### src/rtl/path_pulse_scheduler.sv
// path_pulse_scheduler
//
// Delays each edge of a single-bit source by a run-time programmable
// rise/fall delay and applies pulse-limit handling to the result. Narrow
// pulses are rejected, turned into X, or (negative width) dropped or shown
// as X. Pending events live in a two-slot queue (HEAD, TAIL). Each slot
// carries the value to drive, a countdown to maturity, an X mark, and the
// slot age, which is the pulse width seen by the next edge.
//
// Ports
//   clk         sole clock, rising edge
//   rst_n       asynchronous active-low reset
//   in_sig      source signal, sampled on clk
//   rise_dly    delay applied to a 0->1 edge (cycles)
//   fall_dly    delay applied to a 1->0 edge (cycles)
//   reject_lim  pulses narrower than this are discarded
//   error_lim   pulses narrower than this, but not rejected, become X
//   ondetect    1: X shown one cycle after detection; 0: X shown when the event matures
//   showcancel  1: negative-width pulses shown as X; 0: dropped silently
//   out_sig     delayed output value
//   out_x       output is in the X state
//   rej_p       one-cycle strobe, pulse rejected
//   err_p       one-cycle strobe, pulse converted to X
//   ovf_p       one-cycle strobe, edge dropped because the queue was full
//   busy        at least one event was pending in the previous cycle
module path_pulse_scheduler #(
    parameter int CNT_W = 8
) (
    input  logic             clk,
    input  logic             rst_n,
    input  logic             in_sig,
    input  logic [CNT_W-1:0] rise_dly,
    input  logic [CNT_W-1:0] fall_dly,
    input  logic [CNT_W-1:0] reject_lim,
    input  logic [CNT_W-1:0] error_lim,
    input  logic             ondetect,
    input  logic             showcancel,
    output logic             out_sig,
    output logic             out_x,
    output logic             rej_p,
    output logic             err_p,
    output logic             ovf_p,
    output logic             busy
);
    typedef enum logic [1:0] {Q_EMPTY = 2'd0, Q_ONE = 2'd1, Q_TWO = 2'd2} q_state_t;

    localparam logic [CNT_W-1:0] CNT_MAX = '1;

    function automatic logic [CNT_W-1:0] inc_sat(input logic [CNT_W-1:0] a);
        return (a == CNT_MAX) ? a : a + 1'b1;
    endfunction

    function automatic logic [CNT_W-1:0] dec_floor(input logic [CNT_W-1:0] a);
        return (a == '0) ? a : a - 1'b1;
    endfunction

    q_state_t         q_state, q_state_n, m_state;
    logic             in_prev;
    logic             hd_val, hd_xm, tl_val, tl_xm;
    logic [CNT_W-1:0] hd_cnt, hd_age, tl_cnt, tl_age;
    logic             hd_val_n, hd_xm_n, tl_val_n, tl_xm_n;
    logic [CNT_W-1:0] hd_cnt_n, hd_age_n, tl_cnt_n, tl_age_n;
    logic             m_hd_val, m_hd_xm, m_tl_val, m_tl_xm;
    logic [CNT_W-1:0] m_hd_cnt, m_hd_age, m_tl_cnt, m_tl_age;
    logic             edge_det, mature;
    logic [CNT_W-1:0] edge_dly;
    logic             rej_hit, err_hit, ovf_hit, xset_hit;
    logic             rej_p0, err_p0, ovf_p0, xset_p0;
    logic             out_sig_n, out_x_n, busy_n;

    // State register: control state carries the asynchronous reset
    always_ff @(posedge clk or negedge rst_n) begin
        if (!rst_n) begin
            q_state <= Q_EMPTY;
            in_prev <= 1'b0;
            out_sig <= 1'b0;
            out_x   <= 1'b0;
            rej_p0  <= 1'b0;
            err_p0  <= 1'b0;
            ovf_p0  <= 1'b0;
            xset_p0 <= 1'b0;
            rej_p   <= 1'b0;
            err_p   <= 1'b0;
            ovf_p   <= 1'b0;
            busy    <= 1'b0;
        end else begin
            q_state <= q_state_n;
            in_prev <= in_sig;
            out_sig <= out_sig_n;
            out_x   <= out_x_n;
            rej_p0  <= rej_hit;
            err_p0  <= err_hit;
            ovf_p0  <= ovf_hit;
            xset_p0 <= xset_hit;
            rej_p   <= rej_p0;
            err_p   <= err_p0;
            ovf_p   <= ovf_p0;
            busy    <= busy_n;
        end
    end

    // Slot payloads are only meaningful while q_state marks them occupied
    always_ff @(posedge clk) begin
        hd_val <= hd_val_n;
        hd_xm  <= hd_xm_n;
        hd_cnt <= hd_cnt_n;
        hd_age <= hd_age_n;
        tl_val <= tl_val_n;
        tl_xm  <= tl_xm_n;
        tl_cnt <= tl_cnt_n;
        tl_age <= tl_age_n;
    end

    // Next-state: age the queue, pop a matured HEAD, then judge the edge
    always_comb begin
        edge_det = (in_sig != in_prev);
        edge_dly = in_sig ? rise_dly : fall_dly;
        mature   = (q_state != Q_EMPTY) && (hd_cnt == '0);

        m_state  = q_state;
        m_tl_val = tl_val;
        m_tl_xm  = tl_xm;
        m_tl_cnt = dec_floor(tl_cnt);
        m_tl_age = inc_sat(tl_age);
        m_hd_val = hd_val;
        m_hd_xm  = hd_xm;
        m_hd_cnt = dec_floor(hd_cnt);
        m_hd_age = inc_sat(hd_age);
        if (mature) begin
            if (q_state == Q_TWO) begin
                m_state  = Q_ONE;
                m_hd_val = m_tl_val;
                m_hd_xm  = m_tl_xm;
                m_hd_cnt = m_tl_cnt;
                m_hd_age = m_tl_age;
            end else begin
                m_state = Q_EMPTY;
            end
        end

        q_state_n = m_state;
        hd_val_n  = m_hd_val;
        hd_xm_n   = m_hd_xm;
        hd_cnt_n  = m_hd_cnt;
        hd_age_n  = m_hd_age;
        tl_val_n  = m_tl_val;
        tl_xm_n   = m_tl_xm;
        tl_cnt_n  = m_tl_cnt;
        tl_age_n  = m_tl_age;
        rej_hit   = 1'b0;
        err_hit   = 1'b0;
        ovf_hit   = 1'b0;
        xset_hit  = 1'b0;

        if (edge_det) begin
            case (m_state)
                Q_EMPTY: begin
                    q_state_n = Q_ONE;
                    hd_val_n  = in_sig;
                    hd_xm_n   = 1'b0;
                    hd_cnt_n  = edge_dly;
                    hd_age_n  = '0;
                end
                Q_ONE: begin
                    if (m_hd_age < reject_lim) begin
                        q_state_n = Q_EMPTY;
                        rej_hit   = 1'b1;
                    end else if (edge_dly <= m_hd_cnt) begin
                        // New edge would mature no later than HEAD: negative width
                        if (showcancel) begin
                            q_state_n = Q_TWO;
                            hd_xm_n   = 1'b1;
                            tl_val_n  = in_sig;
                            tl_xm_n   = 1'b0;
                            tl_cnt_n  = inc_sat(m_hd_cnt);
                            tl_age_n  = '0;
                            err_hit   = 1'b1;
                        end else begin
                            q_state_n = Q_EMPTY;
                            rej_hit   = 1'b1;
                        end
                    end else begin
                        q_state_n = Q_TWO;
                        tl_val_n  = in_sig;
                        tl_xm_n   = 1'b0;
                        tl_cnt_n  = edge_dly;
                        tl_age_n  = '0;
                        // Error band is empty whenever error_lim <= reject_lim
                        if (m_hd_age < error_lim) begin
                            hd_xm_n  = 1'b1;
                            err_hit  = 1'b1;
                            xset_hit = ondetect;
                        end
                    end
                end
                Q_TWO: begin
                    if (m_tl_age < reject_lim) begin
                        q_state_n = Q_ONE;
                        rej_hit   = 1'b1;
                    end else begin
                        ovf_hit = 1'b1;
                    end
                end
                default: begin
                    q_state_n = Q_EMPTY;
                end
            endcase
        end
    end

    // Output: matured value, X from the popped mark or from on-detect
    always_comb begin
        out_sig_n = out_sig;
        out_x_n   = out_x;
        if (mature) begin
            out_sig_n = hd_val;
            out_x_n   = hd_xm;
        end
        if (xset_p0) begin
            out_x_n = 1'b1;
        end
        busy_n = (q_state != Q_EMPTY);
    end

endmodule

### config.mk
export PLATFORM = sky130hd
export DESIGN_NAME = path_pulse_scheduler
export DESIGN_NICKNAME = d
export VERILOG_FILES = /design/src/rtl/path_pulse_scheduler.sv
export SDC_FILE = /design/constraint.sdc
export NUM_CORES = 1
export LEC_CHECK = 0
export CORE_MARGIN = 4
export CORE_UTILIZATION = 30
export CTS_CLUSTER_SIZE = 25
export DETAILED_ROUTE_END_ITERATION = 8
export GPL_TIMING_DRIVEN = 1
export PLACE_DENSITY = 0.47
export SYNTH_ARGS = -nofsm -noshare
export SYNTH_HDL_FRONTEND = slang
export SYNTH_SLANG_ARGS = --single-unit
### constraint.sdc
create_clock -name clk -period 4.1 [get_ports clk]
set_clock_uncertainty 0.2 [all_clocks]
set_input_delay 1.23 -clock clk [delete_from_list [all_inputs] [get_ports clk]]
set_output_delay 1.23 -clock clk [all_outputs]
set_load 0.01 [all_outputs]
==> metrics.md, run 1 <==
| Metric | Value |
|---|---|
| First-pass GRT wire length | 16.71 mm |
| Storage element area | around 1000 um^2 |
| Post-Syn Nets | around 500 |
| Final period utilization | 0.9686 |
| Global router's overall resource usage | 0.1554 |
| Post-synthesis sequential area ratio | 0.2937 |
| Synth Warn # | 0 |
| Clock-pin slew on the worst setup and hold paths | roughly 70 ps |
| CP startpoint kind | input port |
| Clock latency on the worst-skew pair | ~290 ps |
| Post-synthesis async set-or-reset flop share | 0.2708 |
| Sw Pwr | roughly 1.3 mW |
| Share of cells above drive strength 1 | 0.2212 |
| Pwr/cell area | around 660 nW/um^2 |
| CP Capture Type | register |
| P&R area growth vs syn | 38.74% |
| Fmax | ~250 MHz |
| Residual DRC count | 0 |
| Final Hold Fails | 0 |
| CTS tree | done |
| WL final | 10.15 mm |
| Critical setup path kind | input port to register |
| CTS Sinks | 48 |
| Clock Tree Buf Depth | 2 |
| 1st-iter DRT viols | 181 |
| Antenna Nets Post-Route | 0 |
| Remaining global-route overflow | 0 |
| Pre-CTS setup slack | -344.5 ps |
| Crit path DAT | just under 4000 ps |
| Setup Total Neg Slack | 0 ps |
| Dpl cells | roughly 650 |
| R2R depth | 15 |
| Dominant cells by area after synthesis | dfxtp_1 19%, ha_1 14%, dfrtp_1 9.2%, mux2i_1 5.7%, inv_1 4.6% |
| Num CTS Buffers | 5 |
| # rows | 39 |
| Worst hold path class | register to register |
| Largest area contributor in the netlist | dfxtp_1 |
| Core area | roughly 11,000 um^2 |
| Avg Cell Area, Syn | roughly 8.5 um^2 |
| Final Slew Violations | 0 |
| PnR worst setup slack | between 100 and 150 ps |
| Die Ht | 116.4 um |
| Final core utilization | 0.4267 |
| Flop pwr share | 0.260 |
| #FFs+latches synth | 48 |
| Clk pwr share | 0.151 |
| DR vias/cell | between 5 and 6 |
| Initial Util | 0.3076 |
| Crit-path max FO | 8 |
| DR pass1 iterations | 4 |
| Area post-placement | approximately 4500 um^2 |
| Mapped Cells | between 400 and 500 |
| CTS Root Cell | clkbuf_16 |
| Maxcap violations | 0 |
| Total power | 3.219 mW |
| Initial antenna violation count | 0 |
| Worst Hold Depth | 0 |
| Top-area cell type share of the netlist area | 0.1930 |
| # diodes | 0 |
| Fillers | roughly 1,100 |
| Hold slack | roughly 150 ps |
| Die width | around 120 um |
| DP HPWL | about 8.4 mm |
| H-tree Lvls | 2 |
| Pint | about 1.9 mW |
| Final layout net count | a little under 600 |
| Worst endpoint required time | 4070 ps |
| Unique masters post-synth | 62 |
| Post-Syn Area | roughly 3500 um^2 |
| Primary FF master, synth | dfxtp_1 |
| Setup-failing EPs final | 0 |
| Vias | around 3,300 |
| Post-route non-filler standard cell count | ~660 |
| Post-synth EDFFs | 1 |
| Worst vdd ir | 0.0002392 V |
| Slew margin rel. | 0.2889 |
| Die area | roughly 14,000 um^2 |
| Switch share | 0.4169 |
| Comb power frac | 0.588 |
| Largest net degree at the start of global routing | 16 |
| Post-layout minimum cycle time | between 3000 and 4000 ps |
| Final non-filler cell area | 4893 um^2 |
| Status | finished clean |
| Leak | ~2.3 nW |
| Drt wl/cell | roughly 15 um |
| Area of the multi-input gates | about 2400 um^2 |
| Port Buffers | 42 |
| Final GP Congestion | just over 0.9 |
| Worst-Margin Slew | between 1000 and 1500 ps |
| Vias in the first global route | approximately 3,400 |
| I/O Pins | 43 |
| CTS Hold Buffers Added | 0 |
logic make-up (layout without fill, tap and decap cells):
family	after synthesis	in the layout	synth area share
flops	48	48	0.2937
simple gates	145	145	0.2178
compound gates	89	89	0.1763
fa+ha+maj	39	39	0.1383
mux	26	26	0.07591
buf+inv	52	157	0.05817
xor+xnor	16	16	0.03973
cell usage after synthesis, drive strengths merged, types with 3 or more instances:
cell / n
a21o: 6
a21oi: 21
a222oi: 5
a31oi: 3
and2: 12
and3: 10
and4: 3
buf: 4
clkbuf: 5
dfrtp: 13
dfxtp: 34
ha: 39
inv: 43
mux2: 6
mux2i: 20
nand2: 27
nand3: 14
nand4: 9
nor2: 37
nor2b: 3
nor3: 10
nor3b: 3
nor4b: 3
o211ai: 3
o21a: 5
o21ai: 18
o22ai: 6
o31a: 3
or3: 4
xnor2: 9
xor2: 7
layout make-up:
cell class,count,area share
clock buffer,6,0.02838
clock inverter,2,0.007926
inverter,43,0.03298
multi-input combinational,315,0.4948
sequential,48,0.2122
tap,143,0.03656
timing repair buffer,106,0.1872
power by group through the flow:
stage          clock network, mW  logic, mW  registers [mW]
3_3_place_gp                   0       1.72           0.838
3_5_place_dp                   0       1.73           0.841
5_1_grt                    0.525       2.13           0.868
2_1_floorplan                  0       1.13           0.782
6_report                   0.487       1.89           0.838
4_1_cts                    0.498       1.76           0.832
worst paths after layout:
check / startpoint / to / slack [ps]
setup / recovery: in_sig / tl_cnt[0] / 130
setup reg to reg: hd_cnt[1] / tl_cnt[0] / 190
max in group asynchronous: rst_n / q_state[0] / 2210
hold reg to reg: err_p0 / err_p / 150
hold / removal: err_p0 / err_p / 150
min in group asynchronous: rst_n / out_x / 1110
what timing repair did:
item | 4_1_cts | 5_1_grt
buffers inserted | 0 | 9
gates resized for setup | 3 | 31
setup endpoints to repair | 8 | 21
pin swaps | 0 | 15
cell usage in the layout (no fill, tap or decap), drive strengths merged, types with 3 or more instances in the layout:
cell type / count
a21oi: 21
nand3: 14
nand4: 9
clkdlybuf4s50: 42
nor3b: 3
xor2: 7
inv: 43
o21ai: 18
o31a: 3
or3: 4
buf: 64
mux2i: 20
a21o: 6
clkbuf: 6
a222oi: 5
xnor2: 9
a31oi: 3
o21a: 5
and4: 3
dfrtp: 13
o211ai: 3
nand2: 27
dfxtp: 34
o22ai: 6
and3: 10
mux2: 6
nor2b: 3
nor4b: 3
and2: 12
nor2: 37
ha: 39
nor3: 10
critical path: stages:
cell and delay [ps]:
clkdlybuf4s50_1 470, buf_6 150, mux2i_2 230, inv_1 80, ha_1 300, and3_1 170, and3_1 180, mux2i_2 230
a21oi_2 100, or3_4 350, buf_6 150, a222oi_1 310
flip-flops by register name, indices dropped and copies added (netlist names), 2 cells and up:
register and flops:
hd_age 8, tl_age 8, q_state 2, tl_cnt 8, hd_cnt 8
per-layer routing:
layer / wire length [um] / track usage
met4: 100 / 0.05027
met3: 283 / 0.01762
met1: 4538 / 0.1964
met2: 5227 / 0.2754
met5: 0 / 0
Note: power is estimated with default switching activity, not from simulation.
==> inputs of run 2 (changes only) <==
ABC_CLOCK_PERIOD_IN_PS = 4100   (was not set)
CORE_UTILIZATION = 48   (was 30)
PLACE_DENSITY = 0.7   (was 0.47)
==> metrics.md, run 2 (synthesis results as in run 1) <==
| Metric | Value |
|---|---|
| I/O Pins | 43 (unchanged) |
| Min-delay src | err_p0 (unchanged) |
| Worst hold path class | register to register (unchanged) |
| First-pass GRT wire length | 15.09 mm (was 16.71 mm) |
| Clk pwr share | 0.121 (was 0.151) |
| Switch share | 0.4335 (was 0.4169) |
| Post-layout minimum cycle time | 4071 ps (was 3971 ps) |
| Final layout net count | 577 (was 595) |
| # diodes | 0 (unchanged) |
| Initial Util | 0.5052 (was 0.3076) |
| Num CTS Buffers | 5 (unchanged) |
| Worst vdd ir | 0.0002845 V (was 0.0002392 V) |
| Final non-filler cell area | 4612 um^2 (was 4893 um^2) |
| Leak | 2.166 nW (was 2.267 nW) |
| Crit-path max FO | 8 (unchanged) |
| Pint | 1.673 mW (was 1.877 mW) |
| Final GP Congestion | 0.9803 (was 0.9169) |
| Storage element area | 1037 um^2 (was 1039 um^2) |
| CTS Root Cell | clkbuf_8 (was clkbuf_16) |
| Final Slew Violations | 0 (unchanged) |
| Sw Pwr | 1.280 mW (was 1.342 mW) |
| Crit path DAT | 4070 ps (was 3950 ps) |
| Status | finished clean (unchanged) |
| Remaining global-route overflow | 0 (unchanged) |
| Global router's overall resource usage | 0.2149 (was 0.1554) |
| Area post-placement | 4329 um^2 (was 4496 um^2) |
| Critical setup path kind | input port to register (unchanged) |
| CTS Sinks | 48 (unchanged) |
| Max Used Layer | met4 (unchanged) |
| Critical Path Source | in_sig (unchanged) |
| 1st-iter DRT viols | 180 (was 181) |
| Area of the multi-input gates | 2376 um^2 (was 2421 um^2) |
| Port Buffers | 42 (unchanged) |
| Vias in the first global route | 3,234 (was 3,395) |
| Die width | 93.72 um (was 116.4 um) |
| CP Capture Type | register (unchanged) |
| H-tree Lvls | 2 (unchanged) |
| Drt wl/cell | 15.45 um (was 15.31 um) |
| Fmax | 245.7 MHz (was 251.8 MHz) |
| Dpl cells | 583 (was 646) |
| Slew margin rel. | 0.3071 (was 0.2889) |
| Final period utilization | 0.9928 (was 0.9686) |
| Worst Hold Depth | 0 (unchanged) |
| Share of cells above drive strength 1 | 0.1813 (was 0.2212) |
| Die area | 8783 um^2 (was 13,560 um^2) |
| Clock-pin slew on the worst setup and hold paths | 100 ps (was 70 ps) |
| WL final | 9.239 mm (was 10.15 mm) |
| CP startpoint kind | input port (unchanged) |
| Met3 WL post-DR | 413 um (was 283 um) |
| # rows | 30 (was 39) |
| Clock Tree Buf Depth | 2 (unchanged) |
| Clock latency on the worst-skew pair | 310 ps (was 290 ps) |
| Post-route non-filler standard cell count | 598 (was 663) |
| Comb power frac | 0.600 (was 0.588) |
| DR vias/cell | 5.575 (was 5.044) |
| Fillers | 599 (was 1,132) |
| P&R area growth vs syn | 30.76% (was 38.74%) |
| DP HPWL | 7.454 mm (was 8.377 mm) |
| Initial antenna violation count | 0 (unchanged) |
| Maxcap violations | 0 (unchanged) |
| Worst endpoint required time | 4100 ps (was 4070 ps) |
| Met1 wire length | 3.880 mm (was 4.538 mm) |
| DR pass1 iterations | 4 (unchanged) |
| Flop pwr share | 0.279 (was 0.260) |
| Residual DRC count | 0 (unchanged) |
| CTS tree | done (unchanged) |
| Die Ht | 93.72 um (was 116.4 um) |
| Core area | 6982 um^2 (was 11,470 um^2) |
| R2R depth | 15 (unchanged) |
| Vias | 3,334 (was 3,344) |
| Hold slack | 158.2 ps (was 150.8 ps) |
| Most frequent cells in the layout | 42 x clkdlybuf4s50_1, 42 x buf_4, 40 x inv_1, 37 x nor2_1, 37 x ha_1 (was 60 x buf_4, 42 x clkdlybuf4s50_1, 39 x inv_1, 36 x nor2_1, 36 x ha_1) |
| Largest net degree at the start of global routing | 17 (was 16) |
| Pwr/cell area | 640.3 nW/um^2 (was 657.7 nW/um^2) |
| Routed wl met2 | 4.568 mm (was 5.227 mm) |
| Worst r2r src | hd_cnt[1] (unchanged) |
| Worst-Margin Slew | 1036 ps (was 1063 ps) |
| Antenna Nets Post-Route | 0 (unchanged) |
| Setup-failing EPs final | 0 (unchanged) |
| Final Hold Fails | 0 (unchanged) |
[run 2: path summary, 6_finish.rpt]
| kind | end | slack, ps |
|---|---|---|
| setup / recovery | tl_cnt[2] | 30 |
| hold / removal | err_p | 160 |
| setup reg to reg | tl_cnt[2] | 110 |
| hold reg to reg | err_p | 160 |
| max in group asynchronous | err_p0 | 2250 |
| min in group asynchronous | ovf_p0 | 1080 |
[run 2: worst max-delay path: stages]
cell             delay, ps
clkdlybuf4s50_1        470
buf_6                  150
buf_12                 120
mux2_2                 350
ha_1                   330
nand3_1                140
mux2i_2                310
a21oi_2                100
or3_4                  400
buf_6                  150
a222oi_1               330
[run 2: stage by stage]
step / utilization / power, mW / setup TNS, ps / setup WS, ps
4_1_cts: 0.6373 / 2.873 / 0 / 14.21
6_report: 0.6606 / 2.953 / 0 / 29.40
3_3_place_gp: 0.6201 / 2.452 / -3369 / -257.6
5_1_grt: 0.6606 / 3.217 / -150.3 / -50.71
2_1_floorplan: - / 1.913 / 0 / 39.43
3_5_place_dp: 0.6201 / 2.500 / -4873 / -350.9
[run 2: layer usage]
layer,vias up,track usage
met5,-,0
met4,0,0.09747
met3,30,0.02885
met2,94,0.3767
met1,1538,0.2596
li1,1672,-
[run 2: layout make-up]
cell class / instances / area share
clock buffers: 5 / 0.01492
repair buffers: 88 / 0.1731
well taps: 96 / 0.02604
multi-input cells: 315 / 0.5152
flip-flops and latches: 48 / 0.2249
clock inverters: 3 / 0.01031
inverters: 43 / 0.03554
[run 2: power by group through the flow]
| stage | clock network [mW] | registers [mW] | logic [mW] |
|---|---|---|---|
| after floorplan | 0 | 0.782 | 1.13 |
| after global placement | 0 | 0.816 | 1.64 |
| after detailed placement | 0 | 0.823 | 1.68 |
| after CTS | 0.365 | 0.814 | 1.69 |
| after global routing | 0.382 | 0.849 | 1.99 |
| final | 0.358 | 0.823 | 1.77 |
[run 2: what timing repair did]
action | in CTS | in global routing
gates cloned | 0 | 0
hold buffers | 0 | 0
gates resized for setup | 2 | 26
pin swaps | 0 | 12
buffers inserted | 0 | 7
endpoints found under the setup margin | 1 | 14
==> inputs of run 3 (changes only) <==
PLACE_DENSITY = 0.81   (was 0.7)
==> metrics.md, run 3 (synthesis results as in run 1) <==
| Metric | Value |
|---|---|
| Status | finished clean (unchanged) |
| Commonest non-fill, non-tap cell in the layout | clkdlybuf4s50_1 |
| Vias in the first global route | 3,288 (was 3,234) |
| Final non-filler cell area | 4569 um^2 (was 4612 um^2) |
| Remaining global-route overflow | 0 (unchanged) |
| Worst-Margin Slew | 987.4 ps (was 1036 ps) |
| Share of cells above drive strength 1 | 0.1734 (was 0.1813) |
| H-tree Lvls | 2 (unchanged) |
| Crit-path max FO | 8 (unchanged) |
| Worst endpoint required time | 4090 ps (was 4100 ps) |
| Drt wl/cell | 16.16 um (was 15.45 um) |
| Die Ht | 93.72 um (unchanged) |
| P&R area growth vs syn | 29.55% (was 30.76%) |
| # diodes | 0 (unchanged) |
| # rows | 30 (unchanged) |
| Final Slew Violations | 0 (unchanged) |
| Vias | 3,458 (was 3,334) |
| WL final | 9.567 mm (was 9.239 mm) |
| Leak | 2.142 nW (was 2.166 nW) |
| Num CTS Buffers | 5 (unchanged) |
| CTS Sinks | 48 (unchanged) |
| DR pass1 iterations | 5 (was 4) |
| First-pass GRT wire length | 14.95 mm (was 15.09 mm) |
| Most used cell, CP | buf_4 (was buf_6) |
| Worst hold path class | register to register (unchanged) |
| Die area | 8783 um^2 (unchanged) |
| Most frequent cells in the layout | 41 x clkdlybuf4s50_1, 40 x inv_1, 37 x nor2_1, 37 x ha_1, 37 x buf_4 (was 42 x clkdlybuf4s50_1, 42 x buf_4, 40 x inv_1, 37 x nor2_1, 37 x ha_1) |
| Setup slack, reg-to-reg | 80 ps (was 110 ps) |
| 1st-iter DRT viols | 239 (was 180) |
| Clock latency on the worst-skew pair | 310 ps (about the same) |
| Slew margin rel. | 0.3393 (was 0.3071) |
| Residual DRC count | 0 (unchanged) |
| Final Hold Fails | 0 (unchanged) |
| CP Capture Type | register (unchanged) |
| I/O Pins | 43 (unchanged) |
| Initial Util | 0.5052 (unchanged) |
| CP startpoint kind | register (was input port) |
| Final period utilization | 0.9801 (was 0.9928) |
| Fmax | 248.9 MHz (was 245.7 MHz) |
| Slowest stage delay, CP | 480 ps (was 470 ps) |
| Final layout net count | 571 (was 577) |
| Initial antenna violation count | 0 (unchanged) |
| DR vias/cell | 5.841 (was 5.575) |
| Final GP Congestion | 0.9273 (was 0.9803) |
| Pwr/cell area | 659.1 nW/um^2 (was 640.3 nW/um^2) |
| Maxcap violations | 0 (unchanged) |
| Post-layout minimum cycle time | 4018 ps (was 4071 ps) |
| Critical setup path kind | register to register (was input port to register) |
| Global router's overall resource usage | 0.2132 (was 0.2149) |
| Crit-path cells | inv_1 > ha_2 > or4b_4 > or3_4 > buf_8 > o211ai_1 > o21ai_2 > ha_1 > a21o_1 > a21oi_2 > o22ai_2 > a211oi_4 > buf_4 > nor3_1 > buf_4 > a32oi_1 > o21ai_0 (was clkdlybuf4s50_1 > buf_6 > buf_12 > mux2_2 > ha_1 > nand3_1 > mux2i_2 > a21oi_2 > or3_4 > buf_6 > a222oi_1) |
| DP HPWL | 7.543 mm (was 7.454 mm) |
| Worst vdd ir | 0.0003154 V (was 0.0002845 V) |
| Area post-placement | 4279 um^2 (was 4329 um^2) |
| Crit path buffers/inverters | 4 (unchanged) |
| CTS Root Cell | clkbuf_8 (unchanged) |
| CP max stage cell | or4b_4 (was clkdlybuf4s50_1) |
| Setup-failing EPs final | 0 (unchanged) |
| CTS tree | done (unchanged) |
| CP delay by family, top | compound AO/OA/AOI/OAI gates (was buffers and inverters) |
| Final core utilization | 0.6545 (was 0.6606) |
| Clock Tree Buf Depth | 2 (unchanged) |
| Largest net degree at the start of global routing | 16 (was 17) |
| Core area | 6982 um^2 (unchanged) |
| Die width | 93.72 um (unchanged) |
| Antenna Nets Post-Route | 0 (unchanged) |
| Crit path DAT | 4010 ps (was 4070 ps) |
| Port Buffers | 42 (unchanged) |
| Clock-pin slew on the worst setup and hold paths | 90 ps (was 100 ps) |
==> run 3: through the flow <==
| stage | std cells | setup TNS [ps] | power [mW] | worst slack (ps) | hold WS [ps] |
|---|---|---|---|---|---|
| after floorplan | 415 | 0 | 1.913 | 39.43 | 131.2 |
| after global placement | 578 | -4473 | 2.400 | -318.4 | 131.6 |
| after detailed placement | 578 | -6177 | 2.495 | -412.2 | 135.8 |
| after CTS | 586 | 0 | 2.862 | 12.95 | 157.2 |
| after global routing | 592 | -175.3 | 3.253 | -58.17 | 173.2 |
| final | 592 | 0 | 3.012 | 81.79 | 153.0 |
==> run 3: worst reg2reg max path, stage by stage, from the launching register on <==
cell and delay (ps):
dfxtp_2 330, inv_1 70, ha_2 180, or4b_4 480, or3_4 450, buf_8 160
o211ai_1 110, o21ai_2 90, ha_1 320, a21o_1 170, a21oi_2 150, o22ai_2 100
a211oi_4 320, buf_4 190, nor3_1 60, buf_4 160, a32oi_1 220, o21ai_0 110
==> run 3: worst paths after layout <==
path                       startpoint   endpoint  cells past startpoint
min in group asynchronous       rst_n    in_prev                      1
hold reg to reg                ovf_p0      ovf_p                      0
max in group asynchronous       rst_n      out_x                      1
hold / removal                 ovf_p0      ovf_p                      0
setup reg to reg            hd_cnt[0]  tl_cnt[6]                     17
setup / recovery            hd_cnt[0]  tl_cnt[6]                     17
==> run 3: where the power goes <==
part	leakage (nW)	internal, mW	switching [mW]
combinational	1.62	0.859	0.973
sequential	0.467	0.646	0.188
clock	0.0558	0.181	0.165
==> run 3: cell type report <==
cell class / count / area, um^2
clock inverter: 3 / 42.54
inverter: 43 / 161.4
fill: 577 / 2412
multi-input combinational: 315 / 2405
tap: 96 / 120.1
timing repair buffer: 82 / 734.5
sequential: 48 / 1037
clock buffer: 5 / 68.82
==> run 3: what timing repair did <==
item                                    CTS  global route
hold buffers                              0             0
resized for setup                         4            30
endpoints found under the setup margin   10            21
setup buffers                             0             6
pin swaps                                 0             8
cloned                                    0             0
==> run 3: per-layer routing <==
layer | track usage | routed length [um]
met1 | 0.2392 | 3683
met2 | 0.3773 | 4754
met3 | 0.04087 | 649
met4 | 0.1155 | 480
met5 | 0 | 0
